## config.mk

```make
export PLATFORM = sky130hd
export DESIGN_NAME = bus_txn_sequencer
export DESIGN_NICKNAME = d
export VERILOG_FILES = /design/src/rtl/bus_txn_sequencer.sv
export SDC_FILE = /design/constraint.sdc
export NUM_CORES = 1
export LEC_CHECK = 0
export CELL_PAD_IN_SITES_DETAIL_PLACEMENT = 1
export CELL_PAD_IN_SITES_GLOBAL_PLACEMENT = 1
export CORE_AREA = 2 2 86 150
export CTS_CLUSTER_SIZE = 30
export DETAILED_ROUTE_END_ITERATION = 8
export DIE_AREA = 0 0 88 152
export GPL_ROUTABILITY_DRIVEN = 0
export PLACE_DENSITY_LB_ADDON = 0.25
export SYNTH_ARGS = -nofsm -noshare
export SYNTH_HDL_FRONTEND = slang
export SYNTH_SLANG_ARGS = --single-unit
```

## constraint.sdc

```tcl
create_clock -name clk -period 2.25 [get_ports clk]
set_input_delay 0.45 -clock clk [delete_from_list [all_inputs] [get_ports clk]]
set_output_delay 0.45 -clock clk [all_outputs]
set_load 0.005 [all_outputs]
```

## src/rtl/bus_txn_sequencer.sv

```systemverilog
// Common-bus transaction sequencer: latches granted request, broadcasts snoop, orders WB before memory read.
// Latency: grant -> txn_done in 4 cycles best case (ADDR, SNOOP, MEM with same-cycle ack, DONE).
// Backpressure: stalls in SNOOP on missing snoop_done and in WB/MEM until mem_ack; BUS_SNOOP_TMO_EN bounds SNOOP.
module bus_txn_sequencer #(
    parameter int ADDR_W    = 32,
    parameter int SNOOP_TMO = 16
) (
    input  logic                clk,
    input  logic                rst,
    input  logic [3:0]          Com_Bus_Gnt_proc,
    input  logic [7:0]          proc_op,
    input  logic [4*ADDR_W-1:0] proc_addr,
    input  logic [3:0]          snoop_done,
    input  logic [3:0]          snoop_hit,
    input  logic [3:0]          snoop_dirty,
    input  logic                mem_ack,
    output logic                bus_valid,
    output logic [1:0]          bus_op,
    output logic [ADDR_W-1:0]   bus_addr,
    output logic [1:0]          bus_src,
    output logic [3:0]          snoop_req,
    output logic                mem_wb_req,
    output logic [1:0]          wb_src,
    output logic                mem_rd_req,
    output logic [3:0]          txn_done,
    output logic                shared_out,
    output logic                busy,
    output logic                snoop_err
);

    typedef enum logic [2:0] {S_IDLE, S_ADDR, S_SNOOP, S_WB, S_MEM, S_DONE, S_REL} state_t;

    localparam logic [1:0] OP_UPGR = 2'b11;

    state_t              state, state_nxt;
    logic [1:0]          op_q, src_q, wb_src_q;
    logic [ADDR_W-1:0]   addr_q;
    logic [3:0]          done_mask, hit_mask, dirty_mask;
    logic [3:0]          expected, capture, new_done, new_hit, new_dirty;
    logic [1:0]          gnt_src, gnt_op, dirty_src;
    logic [ADDR_W-1:0]   gnt_addr;
    logic                snoop_complete, tmo_hit;

    // Caches other than the requester; responses from the requester itself are never sampled.
    assign expected       = 4'hF & ~(4'b0001 << src_q);
    assign capture        = snoop_done & expected;
    assign new_done       = done_mask | capture;
    assign new_hit        = hit_mask | (snoop_hit & capture);
    assign new_dirty      = dirty_mask | (snoop_dirty & capture);
    assign snoop_complete = (new_done == expected);

    always_comb begin
        gnt_src = 2'd0;
        for (int i = 3; i >= 0; i--) begin
            if (Com_Bus_Gnt_proc[i]) gnt_src = 2'(i);
        end
    end

    always_comb begin
        dirty_src = 2'd0;
        for (int i = 3; i >= 0; i--) begin
            if (new_dirty[i]) dirty_src = 2'(i);
        end
    end

    assign gnt_op   = proc_op[{gnt_src, 1'b0} +: 2];
    assign gnt_addr = proc_addr[32'(gnt_src) * ADDR_W +: ADDR_W];

`ifdef BUS_SNOOP_TMO_EN
    localparam int CNT_W = $clog2(SNOOP_TMO + 1);
    logic [CNT_W-1:0] tmo_cnt;

    always_ff @(posedge clk or posedge rst) begin
        if (rst) begin
            tmo_cnt <= '0;
        end else if (state == S_ADDR) begin
            tmo_cnt <= '0;
        end else if (state == S_SNOOP) begin
            tmo_cnt <= tmo_cnt + 1'b1;
        end
    end

    assign tmo_hit   = (state == S_SNOOP) && !snoop_complete && (tmo_cnt == CNT_W'(SNOOP_TMO - 1));
    assign snoop_err = tmo_hit;
`else
    logic unused_tmo_cfg;
    assign unused_tmo_cfg = (SNOOP_TMO > 0);
    assign tmo_hit        = 1'b0;
    assign snoop_err      = 1'b0;
`endif

    always_comb begin
        state_nxt = state;
        case (state)
            S_IDLE:  if (|Com_Bus_Gnt_proc) state_nxt = S_ADDR;
            S_ADDR:  state_nxt = S_SNOOP;
            S_SNOOP: begin
                if (snoop_complete || tmo_hit) begin
                    if (op_q == OP_UPGR)  state_nxt = S_DONE;
                    else if (|new_dirty)  state_nxt = S_WB;
                    else                  state_nxt = S_MEM;
                end
            end
            S_WB:    if (mem_ack) state_nxt = S_MEM;
            S_MEM:   if (mem_ack) state_nxt = S_DONE;
            S_DONE:  state_nxt = S_REL;
            // Wait for the requester to release so a held grant cannot relaunch.
            S_REL:   if (!Com_Bus_Gnt_proc[src_q]) state_nxt = S_IDLE;
            default: state_nxt = S_IDLE;
        endcase
    end

    always_ff @(posedge clk or posedge rst) begin
        if (rst) begin
            state      <= S_IDLE;
            op_q       <= '0;
            src_q      <= '0;
            addr_q     <= '0;
            wb_src_q   <= '0;
            done_mask  <= '0;
            hit_mask   <= '0;
            dirty_mask <= '0;
        end else begin
            state <= state_nxt;
            if (state == S_IDLE && |Com_Bus_Gnt_proc) begin
                src_q  <= gnt_src;
                op_q   <= (gnt_op == 2'b00) ? 2'b01 : gnt_op;
                addr_q <= gnt_addr;
            end
            if (state == S_ADDR) begin
                done_mask  <= '0;
                hit_mask   <= '0;
                dirty_mask <= '0;
            end
            if (state == S_SNOOP) begin
                done_mask  <= new_done;
                hit_mask   <= new_hit;
                dirty_mask <= new_dirty;
                if (state_nxt == S_WB) wb_src_q <= dirty_src;
            end
        end
    end

    assign bus_valid  = (state == S_ADDR);
    assign bus_op     = op_q;
    assign bus_addr   = addr_q;
    assign bus_src    = src_q;
    assign snoop_req  = (state == S_ADDR) ? expected : 4'b0000;
    assign mem_wb_req = (state == S_WB);
    assign wb_src     = wb_src_q;
    assign mem_rd_req = (state == S_MEM);
    assign txn_done   = (state == S_DONE) ? (4'b0001 << src_q) : 4'b0000;
    assign shared_out = (state == S_DONE) && (|hit_mask);
    assign busy       = (state != S_IDLE);

endmodule

```

# ---- Yosys cells after proc, flatten, opt, wreduce, memory -nomap -nowiden
# Cells that the tools add are included.
dict set report totals {
  regBits 53
  inputBits 155
  out_inout_bits 52
  elab_cells 63
}
dict set report classes {
  order_cmp 1
  n_eq_ne 9
  shifts 3
  n_mux 25
  bitwise 7
  reduce_logical 10
}
# operator count
set ops {}
lappend ops {{$shiftx A128 B8 Y32} 1}
lappend ops {{$mux W4} 6}
lappend ops {{$mux W3} 7}
lappend ops {{$pmux W3 S7} 1}
lappend ops {{$mux W2} 9}
lappend ops {{$and A4 B4 Y4} 3}
lappend ops {{$or A4 B4 Y4} 3}
lappend ops {{$reduce_or A4 Y1} 3}
lappend ops {{$eq A3 B2 Y1 const B} 3}
lappend ops {{$eq A3 B3 Y1 const B} 3}
lappend ops {{$shiftx A8 B4 Y2} 1}
lappend ops {{$eq A4 B4 Y1} 1}
lappend ops {{$not A4 Y4} 1}
lappend ops {{$shl A1 B2 Y4 const A} 1}
lappend ops {{$eq A3 B1 Y1 const B} 1}
lappend ops {{$logic_not A3 Y1} 1}
lappend ops {{$lt A2 B3 Y1 const B} 1}
lappend ops {{$reduce_bool A3 Y1} 1}
lappend ops {{$bmux W1 S2} 1}
lappend ops {{$eq A2 B2 Y1 const B} 1}
lappend ops {{$logic_and A1 B1 Y1} 2}
lappend ops {{$logic_not A2 Y1} 1}
lappend ops {{$reduce_and A2 Y1} 1}
lappend ops {{$reduce_bool A2 Y1} 1}
lappend ops {{$mux W1} 1}

# ---- Longest topological paths before layout
# Gate-level depths: netlist of run 1.
dict set report logic_depth {
  depth_word 12
  mapped_depth 7
  depth_no_buf 5
}

# ---- Worst setup path after synthesis of run 1
# No wires, ideal clock.
dict set report synth_path {
  path_kind {input to register}
  startpoint {input Com_Bus_Gnt_proc[3]}
  endpoint {register addr_q[0], in the netlist bus_addr[0]}
  setup_time_ns 0.125
  arrival_time_ns 1.845
  required_time_ns 2.125
  setup_slack_ns 0.280
  cell_stages 6
  path_buffers 1
  cell_sequence {nor2b_2 nor2_4 nor2_4 buf_6 mux4_2 mux2_4}
}
dict set report synth_between {
  elab_chain_cells 5
  word_cells_on_any_way 7
  cone_classes {shift: 1; mux: 4; reduce/logical: 2}
}
# element line_no
set synth_lines {}
lappend synth_lines {{from (decl)} 10} ;# input logic [3:0] Com_Bus_Gnt_proc,
lappend synth_lines {{$mux W2 (4 in series)} 55} ;# if (Com_Bus_Gnt_proc[i]) gnt_src = 2'(i);
lappend synth_lines {{$shiftx A128 B8 Y32} 67} ;# assign gnt_addr = proc_addr[32'(gnt_src) * ADDR_W +: ADDR_W];
lappend synth_lines {{to (signal assigned)} 128} ;# addr_q <= gnt_addr;
lappend synth_lines {{to (decl)} 37} ;# logic [ADDR_W-1:0] addr_q;
# Several ways; a longest one is shown, not always the timed one.
# A chain may end at the register's enable or synchronous reset.

# ---- Worst setup path after layout of run 1
dict set report layout_path {
  startpoint {input Com_Bus_Gnt_proc[1]}
  endpoint {register addr_q[13], in the netlist bus_addr[13]}
}
dict set report layout_between {
  elab_chain_cells 3
  word_cells_on_any_way 5
  cone_classes {shift: 1; mux: 2; reduce/logical: 2}
}
# element line_no
set layout_lines {}
lappend layout_lines {{$mux W2 (2 in series)} 55}
lappend layout_lines {{$shiftx A128 B8 Y32} 67}
# Several ways; a longest one is shown, not always the timed one.

==> results of run 1 <==
[metrics by stage]
| step | cell area, µm² | hold slack, ns | util |
|---|---|---|---|
| global placement | 5749 | 0.4673 | 0.4701 |
| global route | 6031 | 0.5244 | 0.4931 |
| CTS | 5938 | 0.4920 | 0.4856 |
| finish | 6031 | 0.4860 | 0.4931 |
| detailed placement | 5749 | 0.4754 | 0.4701 |
| floorplan | 3338 | 0.4472 | - |
[logic make-up after synthesis]
family                 after synthesis  share of synthesized area
and+or+nand+nor                     60                     0.1023
buffers and inverters               24                    0.03898
muxes                               69                     0.3699
AOI/OAI and AO/OA                   42                    0.09033
other                                1                   0.001123
DFF                                 53                     0.3973
[placed cells by master, fill, tap and decap left out, types with 6 or more instances in the layout]
cell type,count
sky130_fd_sc_hd__clkdlybuf4s50_1,203
sky130_fd_sc_hd__dfrtp_1,48
sky130_fd_sc_hd__mux4_2,34
sky130_fd_sc_hd__mux2_4,20
sky130_fd_sc_hd__buf_4,20
sky130_fd_sc_hd__nor2_1,17
sky130_fd_sc_hd__nand2_1,15
sky130_fd_sc_hd__mux2_2,12
sky130_fd_sc_hd__a21oi_1,9
sky130_fd_sc_hd__o21ai_0,9
sky130_fd_sc_hd__clkbuf_16,7
sky130_fd_sc_hd__a31oi_1,6
[report_power, final]
group	total [mW]	internal, mW	switching, mW
clock	0.917	0.557	0.360
combinational	3.29	2.07	1.23
sequential	1.85	1.44	0.415
[registers in the layout, summed over array words and instances (netlist names)]
name and flops:
bus_addr 32, dirty_mask 4, done_mask 4, hit_mask 4
state 3, bus_op 2, bus_src 2, wb_src 2
[critical path, cell delays in order]
cell and delay (ns):
sky130_fd_sc_hd__clkdlybuf4s50_1 0.55, sky130_fd_sc_hd__nor2_4 0.06, sky130_fd_sc_hd__nor2_4 0.25, sky130_fd_sc_hd__buf_6 0.24, sky130_fd_sc_hd__mux4_2 0.53, sky130_fd_sc_hd__mux2_2 0.28
[what timing repair did]
item | CTS | global route
hold buffers | 0 | 0
pin swaps | 0 | 1
gates cloned | 0 | 2
setup buffers | 0 | 3
gates resized for setup | 6 | 9
endpoints found under the setup margin | 10 | 27
[per-layer routing]
metal	routed length [µm]	GRT usage	vias to the layer above
met5	0	0	-
met4	560	0.09231	0
met3	737	0.03694	30
met2	7515	0.3626	153
met1	4161	0.1914	1552
li1	-	-	1411
[path summary, 6_finish.rpt]
check	startpoint	to	cells after the start
setup / recovery	Com_Bus_Gnt_proc[1]	bus_addr[13]	6
hold / removal	hit_mask[1]	hit_mask[1]	2
setup reg to reg	bus_src[1]	wb_src[1]	5
hold reg to reg	hit_mask[1]	hit_mask[1]	2
max in group asynchronous	rst	bus_src[0]	3
min in group asynchronous	rst	bus_addr[21]	2
[cell type report]
| cell class | instances | area (µm²) | share of cell area |
|---|---|---|---|
| timing repair buffer | 234 | 2374 | 0.3936 |
| multi-input combinational | 172 | 1912 | 0.3170 |
| sequential | 53 | 1333 | 0.2210 |
| tap | 168 | 210.2 | 0.03485 |
| clock buffer | 7 | 142.6 | 0.02365 |
| clock inverter | 1 | 30.03 | 0.004979 |
| inverter | 8 | 30.03 | 0.004979 |
==> results.toml, run 1 <==
[outcome]
outcome = "completed"

[synthesis]
synthesis.instances = 249
netlist-cell-type-count = 49
yosysMostFrequentCell = "sky130_fd_sc_hd__dfrtp_1"
ys_seq_elements = 53
async_flop_share = 1.000
synth.area.top_cells = "sky130_fd_sc_hd__dfrtp_1 40%, sky130_fd_sc_hd__mux4_2 23%, sky130_fd_sc_hd__mux2_4 9.0%, sky130_fd_sc_hd__mux2_2 4.0%, sky130_fd_sc_hd__nor2_1 2.0%"
synth_seq_area_share = 0.3973
synth-warning-count = 0
syn-mean-instance-area_um2 = 13.41
count_of_flip_flops_with_a_built_in_enable_after_synthesis = 0
ys.flop_type = "sky130_fd_sc_hd__dfrtp_1"
netlist.area_leader.share = 0.3973
synth_common_cells = "53 x sky130_fd_sc_hd__dfrtp_1, 34 x sky130_fd_sc_hd__mux4_2, 20 x sky130_fd_sc_hd__mux2_4, 18 x sky130_fd_sc_hd__nor2_1, 16 x sky130_fd_sc_hd__nand2_1"
syn-num-nets = 404
netlist_area_mm2 = 0.003338
synth_largest_area_cell = "sky130_fd_sc_hd__dfrtp_1"

[floorplanning]
num_rows = 54
die_area_mm2 = 0.01338
core_mm2 = 0.01223
pin_count = 207
die_height_um = 152
floorplan.initialDensity = 0.2730
fp.dieW_um = 88

[worst_setup_path]
timing.critical_path.required_ns = 2.43
end_kind = "flop"
worstPathMaxFanout = 11
setup.reg_to_reg.worst_slack_ns = 0.31
startpoint_type = "input port"
wp_data_arrival_ns = 2.37
worst-setup-path-type = "input port to flop"

[timing]
tightestPinTransition_ns = 0.6155
final_critical_path_setup_slack_ns = 0.06628
max-slew-margin-rel = 0.5890
fin_setup_tns_ns = 0
fin_crit_ns = 2.184
count_of_pins_over_their_slew_limit = 0
final_min_period_over_clock_period = 0.9705
max_freq_ghz = 0.4579
hold_violations = 0
setup_violators_final = 0
skew_ns = 0.002103
grt_setup_unrepaired = "no"

[power]
irDropWorstVdd_mv = 0.4186
power-per-cell-area_mw_per_mm2 = 1006
total_leakage_power_nw = 2.363
power_mw = 6.065

[clock_network]
cts_buffers = 5
cts-htree-levels = 2
clk_path_buf_depth = 2
ctsRootBufferMaster = "sky130_fd_sc_hd__clkbuf_16"
cts_tree = "built"
source_to_sink_clock_delay_at_the_later_pin_of_the_worst_skew_pair_ns = 0.29
cts.sinks = 53
cts.reportedPaths.clkPinSlew_ns = 0.07

[final_layout]
fillers = 1269
layout-drive-gt1-share = 0.2716
final_cells = 643
n_antenna_cell = 0
finalNetCount = 629
flow.area_growth_from_synthesis_pct = 80.66

[drt]
antenna_left = 0
routed_via_density = 4.893
drt_wl_total_um = 12970
via_count = 3146
firstDrtPassIters = 4
drtIter0Drc = 65
drt-wirelength-per-cell_um = 20.18
route.detailed.drc = 0

[place]
dp_worst_setup_slack_ns = -0.2891
count_of_port_buffers_added_during_placement = 205
detailedPlacementHpwl_um = 10360
numPlacedInstances = 630

[job]
cap_violations = 0

[worst_hold_path]
min-delay-path-class = "flop to flop"

[global_route]
grt_remaining_overflow = 0
grt_max_degree = 35
gr-usage-all-layers = 0.1921
grt_antenna_before_repair = 0
grt_first_pass_wirelength_um = 19400
first_global_vias = 3607
(Power assumes the default switching activity.)
==> inputs of run 2 (changes only) <==
CORE_AREA = 2 2 144 90   (was 2 2 86 150)
DIE_AREA = 0 0 146 92   (was 0 0 88 152)
==> results.toml, run 2 (synthesis results as in run 1) <==
[clock_network]
cts.reportedPaths.clkPinSlew_ns = 0.07
cts.sinks = 53
cts_buffers = 5
ctsRootBufferMaster = "sky130_fd_sc_hd__clkbuf_16"
cts_tree = "built"
source_to_sink_clock_delay_at_the_later_pin_of_the_worst_skew_pair_ns = 0.29
clk_path_buf_depth = 2
cts-htree-levels = 2

[worst_setup_path]
timing.critical_path.required_ns = 1.80
setup.reg_to_reg.worst_slack_ns = 0.29
end_kind = "output pin"
worst_r2r_endpoint = "wb_src[1]"
reg2regPathDepth = 5
wp_data_arrival_ns = 1.75
worst-setup-path-type = "flop to output pin"
startpoint_type = "flop"
worstPathMaxFanout = 11
crit-reg2reg-launch = "bus_src[1]"

[place]
dp_worst_setup_slack_ns = -0.2748
detailed_place.area_mm2 = 0.005744
detailedPlacementHpwl_um = 9990
count_of_port_buffers_added_during_placement = 205

[global_route]
grt_antenna_before_repair = 0
grt_first_pass_wirelength_um = 19400
grt_max_degree = 33
first_global_vias = 3532
gr-usage-all-layers = 0.1869
grt_remaining_overflow = 0

[floorplanning]
pin_count = 207
die_height_um = 92
floorplan.initialDensity = 0.2707
num_rows = 32
fp.dieW_um = 146
core_mm2 = 0.01233
die_area_mm2 = 0.01343

[worst_hold_path]
timing.hold.worst.start = "wb_src[0]"
worst_hold_path.endpoint = "wb_src[0]"
hold-path-cell-count = 1
min-delay-path-class = "flop to flop"

[timing]
count_of_pins_over_their_slew_limit = 0
final_min_period_over_clock_period = 0.9797
fin_crit_ns = 2.204
max_freq_ghz = 0.4537
grt_setup_unrepaired = "yes"
whs_ns = 0.4983
fin_setup_tns_ns = 0
final_critical_path_setup_slack_ns = 0.04573
hold_violations = 0
skew_ns = 0.002932
setup_violators_final = 0

[drt]
routed_via_density = 4.806
antenna_left = 0
route.detailed.drc = 0
via_count = 3100
drtIter0Drc = 95
firstDrtPassIters = 4
drt_wl_total_um = 12550
drt-wirelength-per-cell_um = 19.46

[final_layout]
mostFrequentLayoutCell = "sky130_fd_sc_hd__clkdlybuf4s50_1"
layout-drive-gt1-share = 0.2674
number_of_flip_flops_in_the_largest_register = 32
flow.area_growth_from_synthesis_pct = 79.87
finalInstanceArea_mm2 = 0.006005
final_cell_mix = "205 x sky130_fd_sc_hd__clkdlybuf4s50_1, 48 x sky130_fd_sc_hd__dfrtp_1, 34 x sky130_fd_sc_hd__mux4_2"
finalNetCount = 629
n_antenna_cell = 0

[outcome]
outcome = "completed"

[power]
total_leakage_power_nw = 2.330
power-per-cell-area_mw_per_mm2 = 976.6
power_mw = 5.864
irDropWorstVdd_mv = 0.3428

[job]
cap_violations = 0
[run 2: timing repair]
action	4_1_cts	5_1_grt
setup endpoints to repair	11	29
hold buffers	0	0
resized for setup	7	5
cloned	0	3
pin swaps	0	1
setup buffers	0	3
[run 2: where the power goes]
group          internal (mW)  switching, mW
Combinational           2.05           1.21
Clock                  0.415          0.338
Sequential              1.44          0.410
Total                   3.90           1.96
[run 2: critical path, cell delays in order (launching register included)]
cell and delay (ns):
sky130_fd_sc_hd__dfrtp_2 0.50, sky130_fd_sc_hd__or2_4 0.30, sky130_fd_sc_hd__nor2_1 0.13, sky130_fd_sc_hd__clkdlybuf4s50_1 0.54
[run 2: worst max path at each step]
stage,end,cells past startpoint,start
floorplan,bus_addr[0],6,Com_Bus_Gnt_proc[3]
global placement,bus_addr[19],7,Com_Bus_Gnt_proc[3]
detailed placement,bus_addr[10],7,Com_Bus_Gnt_proc[3]
CTS,busy,3,state[2]
global route,busy,3,state[2]
finish,txn_done[0],3,bus_src[1]
[run 2: through the flow]
stage                     utilization  cells
final                          0.4869    645
after global routing           0.4869    645
after CTS                      0.4779    639
after detailed placement       0.4658    631
after global placement         0.4658    631
after floorplan                     -    249
[run 2: cell type report]
type	instances	area (µm²)
inverter	8	30.03
clock buffer	8	136.4
tap	170	212.7
sequential	53	1333
multi-input combinational	172	1907
fill	1304	6327
timing repair buffer	234	2386
[run 2: metal layers]
metal	vias to the layer above	share of wire	global-route usage
met5	-	0	0
met4	0	0.015	0.04126
met3	15	0.068	0.05274
met2	126	0.47	0.3074
met1	1548	0.45	0.2473
li1	1411	-	-
==> inputs of run 3 (changes only) <==
CAP_MARGIN = 10   (was unset)
GPL_TIMING_DRIVEN = 0   (was unset)
==> results.toml, run 3 (synthesis results as in run 1) <==
[drt]
drtIter0Drc = 53
drt-wirelength-per-cell_um = 19.17
firstDrtPassIters = 4
drt_wl_total_um = 12250
routed_via_density = 4.793
route.detailed.drc = 0
antenna_left = 0
via_count = 3063

[clock_network]
cts_tree = "built"
clk_path_buf_depth = 2
cts.sinks = 53
cts_buffers = 5
source_to_sink_clock_delay_at_the_later_pin_of_the_worst_skew_pair_ns = 0.29
cts.reportedPaths.clkPinSlew_ns = 0.07
cts-htree-levels = 2
ctsRootBufferMaster = "sky130_fd_sc_hd__clkbuf_16"

[worst_setup_path]
startpoint_type = "flop"
wp_data_arrival_ns = 1.72
setup.reg_to_reg.worst_slack_ns = 0.16
worst-setup-path-type = "flop to output pin"
worstPathMaxFanout = 10
timing.critical_path.required_ns = 1.80
end_kind = "output pin"

[place]
detailedPlacementHpwl_um = 9818
detailed_place.area_mm2 = 0.005623
dp_worst_setup_slack_ns = -0.6130
numPlacedInstances = 625
count_of_port_buffers_added_during_placement = 205

[final_layout]
finalInstanceArea_mm2 = 0.005923
mostFrequentLayoutCell = "sky130_fd_sc_hd__clkdlybuf4s50_1"
finalNetCount = 625
final_cell_mix = "197 x sky130_fd_sc_hd__clkdlybuf4s50_1, 53 x sky130_fd_sc_hd__dfrtp_1, 34 x sky130_fd_sc_hd__mux4_2"
flow.area_growth_from_synthesis_pct = 77.44
n_antenna_cell = 0
number_of_flip_flops_in_the_largest_register = 32
fillers = 1329
final_cells = 639
layout-drive-gt1-share = 0.2580

[floorplanning]
num_rows = 32
pin_count = 207
core_mm2 = 0.01233
die_area_mm2 = 0.01343
fp.dieW_um = 146
die_height_um = 92
floorplan.initialDensity = 0.2707

[global_route]
grt_first_pass_wirelength_um = 19670
first_global_vias = 3540
grt_antenna_before_repair = 0
gr-usage-all-layers = 0.1899
grt_remaining_overflow = 0
grt_max_degree = 30

[power]
power-per-cell-area_mw_per_mm2 = 992.0
power_mw = 5.876
irDropWorstVdd_mv = 0.4555
total_leakage_power_nw = 2.344

[timing]
setup_violators_final = 0
final_critical_path_setup_slack_ns = 0.08342
count_of_pins_over_their_slew_limit = 0
grt_setup_unrepaired = "yes"
fin_crit_ns = 2.167
max-slew-margin-rel = 0.5669
tightestPinTransition_ns = 0.6466
hold_violations = 0
max_freq_ghz = 0.4616
final_min_period_over_clock_period = 0.9629
skew_ns = 0.007044

[outcome]
outcome = "completed"

[worst_hold_path]
min-delay-path-class = "flop to flop"

[job]
cap_violations = 0
-- run 3: changes by cell type in the layout (fill, tap and decap cells not counted), moves of 4 or more --
cell / change
sky130_fd_sc_hd__dlygate4sd2_1: +7
sky130_fd_sc_hd__buf_4: -6
sky130_fd_sc_hd__buf_2: +4
sky130_fd_sc_hd__clkdlybuf4s50_1: -8
sky130_fd_sc_hd__dfrtp_1: +5
sky130_fd_sc_hd__dfrtp_2: -5
-- run 3: area by class of cell --
type / count / area [µm²] / share of cell area
Tap cell: 170 / 212.7 / 0.03591
Clock buffer: 5 / 125.1 / 0.02112
Sequential cell: 53 / 1326 / 0.2239
Buffer: 16 / 142.6 / 0.02408
Multi-Input combinational cell: 172 / 1953 / 0.3297
Timing Repair Buffer: 214 / 2126 / 0.3589
Inverter: 8 / 32.53 / 0.005492
Clock inverter: 1 / 5.005 / 0.0008450
-- run 3: worst max-delay path: stages, from the launching register on --
cell and delay, ns:
sky130_fd_sc_hd__dfrtp_1 0.39, sky130_fd_sc_hd__clkbuf_8 0.18, sky130_fd_sc_hd__nor2_2 0.12, sky130_fd_sc_hd__nand2_2 0.11
sky130_fd_sc_hd__inv_2 0.12, sky130_fd_sc_hd__clkdlybuf4s50_1 0.52
-- run 3: through the flow --
step,setup TNS (ns),hold slack [ns],util
after floorplan,0,0.4472,-
after global placement,-51.76,0.4656,0.4543
after detailed placement,-19.25,0.4749,0.4560
after CTS,0,0.4911,0.4747
after global routing,-0.005147,0.5137,0.4803
final,0,0.4827,0.4803
-- run 3: worst paths after layout --
path | from | end | cells after the start
max | state[2] | bus_valid | 5
min | wb_src[0] | wb_src[0] | 1
max reg2reg | bus_src[1] | wb_src[1] | 6
min reg2reg | wb_src[0] | wb_src[0] | 1
max in group asynchronous | rst | bus_addr[12] | 3
min in group asynchronous | rst | state[1] | 2
-- run 3: timing repair --
item,CTS,global route
endpoints found under the setup margin,45,18
setup buffers,6,2
pin swaps,2,4
hold buffers,0,0
resized for setup,25,13
-- run 3: metal layers --
metal | vias to the layer above | GRT usage | routed length (µm)
met3 | 8 | 0.06269 | 942
li1 | 1407 | - | -
met4 | 0 | 0.04288 | 104
met5 | - | 0 | 0
met2 | 117 | 0.3070 | 5720
met1 | 1531 | 0.2492 | 5482
-- run 3: where the power goes --
part	switching [mW]	internal, mW	leakage [nW]	total (mW)
clock	0.344	0.399	0.0655	0.743
sequential	0.309	1.43	0.639	1.74
combinational	1.38	2.01	1.64	3.39
total	2.03	3.84	2.34	5.88
